<file path="config.mk">
export PLATFORM = sky130hd
export DESIGN_NAME = mem_port_arbiter
export DESIGN_NICKNAME = d
export VERILOG_FILES = /design/src/rtl/mem_port_arbiter.sv
export SDC_FILE = /design/constraint.sdc
export NUM_CORES = 1
export LEC_CHECK = 0
export BUFFER_PORTS_ARGS = -buffer_cell sky130_fd_sc_hd__buf_2
export CAP_MARGIN = 15
export CORE_AREA = 2 2 102 104
export CTS_CLUSTER_SIZE = 8
export DETAILED_ROUTE_END_ITERATION = 8
export DIE_AREA = 0 0 104 106
export HOLD_SLACK_MARGIN = 0.1
export SLEW_MARGIN = 10
export SYNTH_ARGS = -nofsm -noshare
export SYNTH_HDL_FRONTEND = slang
export SYNTH_SLANG_ARGS = --single-unit
</file>
<file path="constraint.sdc">
create_clock -name clk -period 4.15 [get_ports clk]
set_clock_uncertainty 0.1 [all_clocks]
set_input_delay 0.415 -clock clk [delete_from_list [all_inputs] [get_ports clk]]
set_output_delay 0.415 -clock clk [all_outputs]
set_load 0.005 [all_outputs]
</file>
<file path="src/rtl/mem_port_arbiter.sv">
// rtl/mem_port_arbiter.sv - single-port memory arbiter between instruction fetch and data requesters
//
// Purpose:
//    Shares one single-port memory between the fetch (IF) and data (MEM-stage)
//    requesters. It allows one outstanding transaction at a time and sequences
//    it with a fixed-latency IDLE/BUSY FSM. Data requests normally win, but a
//    starvation counter bounds how long fetch can be held off.
//
// Optional feature (macro MEM_PORT_ARB_PERF_EN):
//    Adds the perf_if_stall / perf_d_stall saturating stall-cycle counters.
//
// Ports:
//    clk, rst                       clock (rising edge), synchronous active-high reset
//    if_req/if_addr                 fetch request; held until if_gnt
//    if_gnt/if_rvalid/if_rdata      fetch grant, 1-cycle data-valid pulse, fetched word
//    d_req/d_we/d_addr/d_wdata      data request (load/store); held until d_gnt
//    d_gnt/d_rvalid/d_rdata         data grant, 1-cycle load-data / store-done pulse, load word
//    mem_req/mem_we/mem_addr/mem_wdata  1-cycle strobe and qualified fields to the memory
//    mem_rdata                      memory read data, valid MEM_LATENCY cycles after mem_req
//    perf_if_stall/perf_d_stall     (MEM_PORT_ARB_PERF_EN only) request-denied cycle counts

module mem_port_arbiter #(
   parameter int ADDR_W       = 32,
   parameter int DATA_W       = 32,
   parameter int MEM_LATENCY  = 2,
   parameter int STARVE_LIMIT = 4
) (
   input  logic              clk,
   input  logic              rst,
   input  logic              if_req,
   input  logic [ADDR_W-1:0] if_addr,
   output logic              if_gnt,
   output logic              if_rvalid,
   output logic [DATA_W-1:0] if_rdata,
   input  logic              d_req,
   input  logic              d_we,
   input  logic [ADDR_W-1:0] d_addr,
   input  logic [DATA_W-1:0] d_wdata,
   output logic              d_gnt,
   output logic              d_rvalid,
   output logic [DATA_W-1:0] d_rdata,
   output logic              mem_req,
   output logic              mem_we,
   output logic [ADDR_W-1:0] mem_addr,
   output logic [DATA_W-1:0] mem_wdata,
   input  logic [DATA_W-1:0] mem_rdata
`ifdef MEM_PORT_ARB_PERF_EN
   ,
   output logic [31:0]       perf_if_stall,
   output logic [31:0]       perf_d_stall
`endif
);

   localparam logic [3:0] LAT        = 4'(MEM_LATENCY);
   localparam logic [7:0] STARVE_MAX = 8'(STARVE_LIMIT);

   typedef enum logic {
      S_IDLE = 1'b0,
      S_BUSY = 1'b1
   } state_t;

   state_t     r_state;
   state_t     w_state_nxt;
   logic [3:0] r_lat_cnt;
   logic [3:0] w_lat_cnt_nxt;
   logic       r_owner_d;        // 1 = data requester owns the outstanding access
   logic       w_owner_d_nxt;
   logic [7:0] r_starve_cnt;
   logic       w_fetch_first;

   // Fetch overrides data priority once it has been denied STARVE_LIMIT cycles.
   assign w_fetch_first = (r_starve_cnt == STARVE_MAX);

   always_ff @(posedge clk) begin
      if (rst) begin
         r_state      <= S_IDLE;
         r_lat_cnt    <= '0;
         r_owner_d    <= 1'b0;
         r_starve_cnt <= '0;
      end else begin
         r_state   <= w_state_nxt;
         r_lat_cnt <= w_lat_cnt_nxt;
         r_owner_d <= w_owner_d_nxt;
         if (if_gnt)
            r_starve_cnt <= '0;
         else if (if_req && (r_starve_cnt != STARVE_MAX))
            r_starve_cnt <= r_starve_cnt + 8'd1;
      end
   end

   // Grants and memory strobes are combinational in the grant cycle; everything
   // is forced low while rst is high so a held request cannot leak through.
   always_comb begin
      w_state_nxt   = r_state;
      w_lat_cnt_nxt = r_lat_cnt;
      w_owner_d_nxt = r_owner_d;
      if_gnt        = 1'b0;
      d_gnt         = 1'b0;
      if_rvalid     = 1'b0;
      d_rvalid      = 1'b0;
      if_rdata      = '0;
      d_rdata       = '0;
      mem_req       = 1'b0;
      mem_we        = 1'b0;
      mem_addr      = '0;
      mem_wdata     = '0;
      if (!rst) begin
         case (r_state)
            S_IDLE: begin
               if (if_req && (!d_req || w_fetch_first)) begin
                  if_gnt        = 1'b1;
                  mem_req       = 1'b1;
                  mem_addr      = if_addr;
                  w_state_nxt   = S_BUSY;
                  w_lat_cnt_nxt = 4'd1;
                  w_owner_d_nxt = 1'b0;
               end else if (d_req) begin
                  d_gnt         = 1'b1;
                  mem_req       = 1'b1;
                  mem_we        = d_we;
                  mem_addr      = d_addr;
                  mem_wdata     = d_wdata;
                  w_state_nxt   = S_BUSY;
                  w_lat_cnt_nxt = 4'd1;
                  w_owner_d_nxt = 1'b1;
               end
            end
            S_BUSY: begin
               // r_lat_cnt holds the number of cycles elapsed since the grant.
               if (r_lat_cnt == LAT) begin
                  if (r_owner_d) begin
                     d_rvalid = 1'b1;
                     d_rdata  = mem_rdata;
                  end else begin
                     if_rvalid = 1'b1;
                     if_rdata  = mem_rdata;
                  end
                  w_state_nxt   = S_IDLE;
                  w_lat_cnt_nxt = '0;
               end else begin
                  w_lat_cnt_nxt = r_lat_cnt + 4'd1;
               end
            end
            default: w_state_nxt = S_IDLE;
         endcase
      end
   end

`ifdef MEM_PORT_ARB_PERF_EN
   always_ff @(posedge clk) begin
      if (rst) begin
         perf_if_stall <= '0;
         perf_d_stall  <= '0;
      end else begin
         if (if_req && !if_gnt && (perf_if_stall != 32'hFFFF_FFFF))
            perf_if_stall <= perf_if_stall + 32'd1;
         if (d_req && !d_gnt && (perf_d_stall != 32'hFFFF_FFFF))
            perf_d_stall <= perf_d_stall + 32'd1;
      end
   end
`endif

endmodule
</file>
# After elaboration in Yosys (flattened, before gate mapping)
# Index checks and enable logic that the tools add are counted.
# W data, S select, Z words.
# totals
inputBits	133
register_bits	14
word_cells	64
# op_classes
n_eq_ne	4
n_mux	46
reduce_logical	7
addsub	2
n_bitwise	1
# ops
op	count
$mux W32	16
$mux W1	25
$mux W4	3
$add A8 B1 Y8 const B	1
$eq A8 B3 Y1 const B	1
$ne A8 B3 Y1 const B	1
$pmux W4 S2	1
$add A4 B1 Y4 const B	1
$eq A4 B2 Y1 const B	1
$ne A3 B3 Y1 const B	1
$logic_and A1 B1 Y1	2
$pmux W1 S2	1
$reduce_and A2 Y1	1
$reduce_bool A2 Y1	1
$reduce_or A2 Y1	1
$logic_not A1 Y1	1
$logic_or A1 B1 Y1	1
$not A1 Y1	1

# Longest topological paths before layout
# depth
depth_word	7
depth_mapped	8
depth_no_buf	5

# Least setup slack after synthesis
# Ideal clock, no wire load.
# synth_path
path_kind	register to output
start	register r_starve_cnt[0]
end	output mem_wdata[14]
arrival_ns	1.838
t_required_ns	3.635
n_path_buf	3
setup_slack_ns	1.797
path_stages_with_launch	9
path_cell_list	dfxtp_1 -> inv_1 -> ha_1 -> or4b_1 -> buf_2 -> o31a_1 -> buf_4 -> buf_6 -> and2_1
# synth_between
elab_chain_len	6
# synth_rtl
item	line	text
from (decl)	68	logic [7:0] r_starve_cnt;
from (signal assigned)	87	r_starve_cnt <= r_starve_cnt + 8'd1;
$eq A8 B3 Y1	72	assign w_fetch_first = (r_starve_cnt == STARVE_MAX);
$logic_or A1 B1 Y1	110	if (if_req && (!d_req || w_fetch_first)) begin
$logic_and A1 B1 Y1	110	
$mux W32	110	
$mux W32	108	case (r_state)
$mux W32	107	if (!rst) begin
to (decl)	45	output logic [DATA_W-1:0] mem_wdata,
# Every way passes these cells.

# Worst setup path in the final report
# layout_path
start	register r_starve_cnt[0]
end	output mem_wdata[3]
# Same word-level chain as after synthesis.

==> summary.md <==
| Metric | Value |
|---|---|
| CTS tree | `built` |
| Core Box Area | `0.0100 sq mm` |
| Critical Path Max Stage Delay | `0.73 ns` |
| Clock Tree Root | `clkbuf_8` |
| Status | `complete, no violations` |
| Comb pwr share | `0.408` |
| Via density | `4.60` |
| Cell area after synthesis | `0.00201 sq mm` |
| Sw power | `0.000156 W` |
| Hold Buf Count CTS | `0` |
| Post-Synthesis Cells | `280` |
| H-tree depth | `1` |
| Tcrit/Tclk final | `0.757` |
| FMAX | `318 MHz` |
| Syn Nets | `417` |
| Fin. Hold Viols | `0` |
| Worst vdd ir | `0.0737 mV` |
| Ys async rst share | `0` |
| Crit. End Element | `output pin` |
| FP Rows | `37` |
| TNS Setup | `0 ns` |
| DR vias | `3047` |
| Routability cong. | `0.890` |
| Number of synthesized flops with an enable pin | `0` |
| Final Setup Violations | `0` |
| Slew margin rel. | `0.261` |
| Dpl cells | `655` |
| First-pass GRT wire length | `14700 microns` |
| Clock Power Share | `0.283` |
| DIE AREA | `0.0110 sq mm` |
| Length of the first detailed-routing pass in iterations | `4` |
| Maximum buffer depth of the clock tree | `2` |
| Final Util | `0.349` |
| Arrival time at the worst endpoint | `2.63 ns` |
| Synth top area share | `0.304` |
| Top FF cell, synth | `dfxtp_1` |
| Final Slew Violations | `0` |
| Cell taking the most area after synthesis | `and2_1` |
| P per Cell Area | `136 mW/mm^2` |
| Area Overhead vs Synth | `73.2%` |
| Sw frac | `0.329` |
| YS warnings | `0` |
| Die Ht | `106 microns` |
| Hold crit path type | `reg2reg` |
| CTS Sinks | `14` |
| Worst skew pair latency | `0.25 ns` |
| Final std cells w/o fill | `663` |
| Die W | `104 microns` |
| Vias in the first global route | `2811` |
| CP max FO | `66` |
| Fin crit period | `3.14 ns` |
| Worst-path clk slew | `0.06 ns` |
| Post-route ant nets | `0` |
| Register area share after synthesis | `0.139` |
| Final wirelength | `9890 microns` |
| Worst-Margin Slew | `1.11 ns` |
| Initial antenna violation count | `4` |
| Internal Power | `0.000319 W` |
| Max Cap Violations | `0` |
| Most common cell after layout, fill and taps aside | `buf_2` |
| Overflow after GRT | `0` |
| Initial Utilization | `0.201` |
| Ratio of cells with drive above 1 in the final layout | `0.537` |
| RSZ-0062 raised after global routing | `no` |
| Synth area leaders | `and2_1, dfxtp_1, o2bb2ai_1` |
| Slowest stage cell, crit path | `o31a_2` |
| Syn Area/Cell | `7.19 sq um` |
| Worst EP required | `3.63 ns` |
| Setup repair bufs after CTS | `0` |
| Overall Global Routing Usage | `0.164` |
| Kind of critical path | `reg2out` |
| Post-cts resize count | `0` |
| Critical-path cell list | `inv_1, ha_1, or4b_1, o31a_2, and2_1, buf_2` |
| Sequential Power Share | `0.309` |
| Netlist cell types | `42` |
| Largest net degree at the start of global routing | `67` |
| LEAKAGE | `1.92 nW` |
| # IOs | `267` |
| Synthesized flop and latch total | `14` |
| Most frequent cells in the layout | `buf_2, and2_1, nand3_1` |
| Port bufs | `266` |
| Avg WL per Cell | `14.9 microns` |
| Cts bufs inserted | `3` |
| Final net count | `663` |
| Final HPWL DP | `8410 microns` |
| 1st-iter DRT viols | `233` |
| Remaining DRCs | `0` |
| Critical Path Source Type | `flop` |
==> logic make-up (layout without fill, tap and decap cells) <==
logic type,count (synthesis),after routing,share of synthesized area
buffers and inverters,36,281,0.0857
AO/OA/AOI/OAI,63,63,0.253
XOR/XNOR,1,1,0.00435
flip-flops,14,14,0.139
adder cells (fa/ha/maj),4,4,0.0248
AND/OR/NAND/NOR,162,162,0.493
other,0,2,0
==> state kept, by name (all words and copies together), names as in the netlist <==
signal / cells
r_starve_cnt: 8
r_owner_d: 1
r_lat_cnt: 4
r_state: 1
==> area by class of cell <==
cell class	instances	area, sq um
multi-input cells	230	1580
repair buffers	270	1370
well taps	136	170
inverters	7	26.3
fillers	1094	6510
diodes	2	5.00
flip-flops and latches	14	280
clock buffers	4	55.1
==> power groups by stage <==
| stage | clock (W) | combinational [W] | sequential [W] |
|---|---|---|---|
| after floorplan | 0 | 0.0000853 | 0.000146 |
| after global placement | 0 | 0.000192 | 0.000149 |
| after detailed placement | 0 | 0.000195 | 0.000149 |
| after CTS | 0.000140 | 0.000195 | 0.000146 |
| after global routing | 0.000146 | 0.000212 | 0.000147 |
| final | 0.000134 | 0.000194 | 0.000146 |
==> worst max-delay path: cells and delay by family, from the launching register on <==
kind | cells | cell delay, ns
AOI/OAI and AO/OA | 1 | 0.73
adders and majority gates | 1 | 0.15
buffers and inverters | 2 | 0.22
DFF | 1 | 0.35
and+or+nand+nor | 2 | 0.91
==> Yosys cell counts, types with 2 or more instances <==
cell,number
a211oi_1,4
a21oi_1,4
a221oi_1,6
a22oi_1,2
and2_1,98
buf_2,3
buf_6,4
clkbuf_1,20
dfxtp_1,14
ha_1,4
inv_1,7
nand2_1,3
nand3_1,34
nand4_1,4
nor2_1,3
nor3_1,2
nor3b_1,2
nor4bb_1,2
o211ai_1,2
o21a_1,2
o21ai_0,5
o2bb2ai_1,32
or3_1,3
or3b_2,2
==> path summary, 6_finish.rpt <==
path	endpoint	start	slack, ns	depth (start not counted)
setup / recovery	mem_wdata[3]	r_starve_cnt[0]	1.01	6
setup reg to reg	r_starve_cnt[2]	r_starve_cnt[0]	2.09	5
hold / removal	r_lat_cnt[2]	r_lat_cnt[2]	0.42	2
hold reg to reg	r_lat_cnt[2]	r_lat_cnt[2]	0.42	2
==> per-layer routing <==
| layer | wire length [microns] | share of wire | track usage |
|---|---|---|---|
| met1 | 3660 | 0.37 | 0.173 |
| met2 | 5210 | 0.53 | 0.328 |
| met3 | 862 | 0.087 | 0.0349 |
| met4 | 158 | 0.016 | 0.0415 |
| met5 | 0 | 0 | 0 |
==> metrics by stage <==
step | setup WS, ns | total power (W) | hold WS (ns) | instance area, sq um
global placement | 1.31 | 0.000341 | 0.405 | 3410
finish | 1.01 | 0.000475 | 0.418 | 3490
CTS | 0.958 | 0.000481 | 0.421 | 3460
detailed placement | 1.24 | 0.000344 | 0.412 | 3410
global route | 0.835 | 0.000505 | 0.465 | 3490
floorplan | 1.80 | 0.000231 | 0.379 | 2010
(Power assumes the default switching activity.)
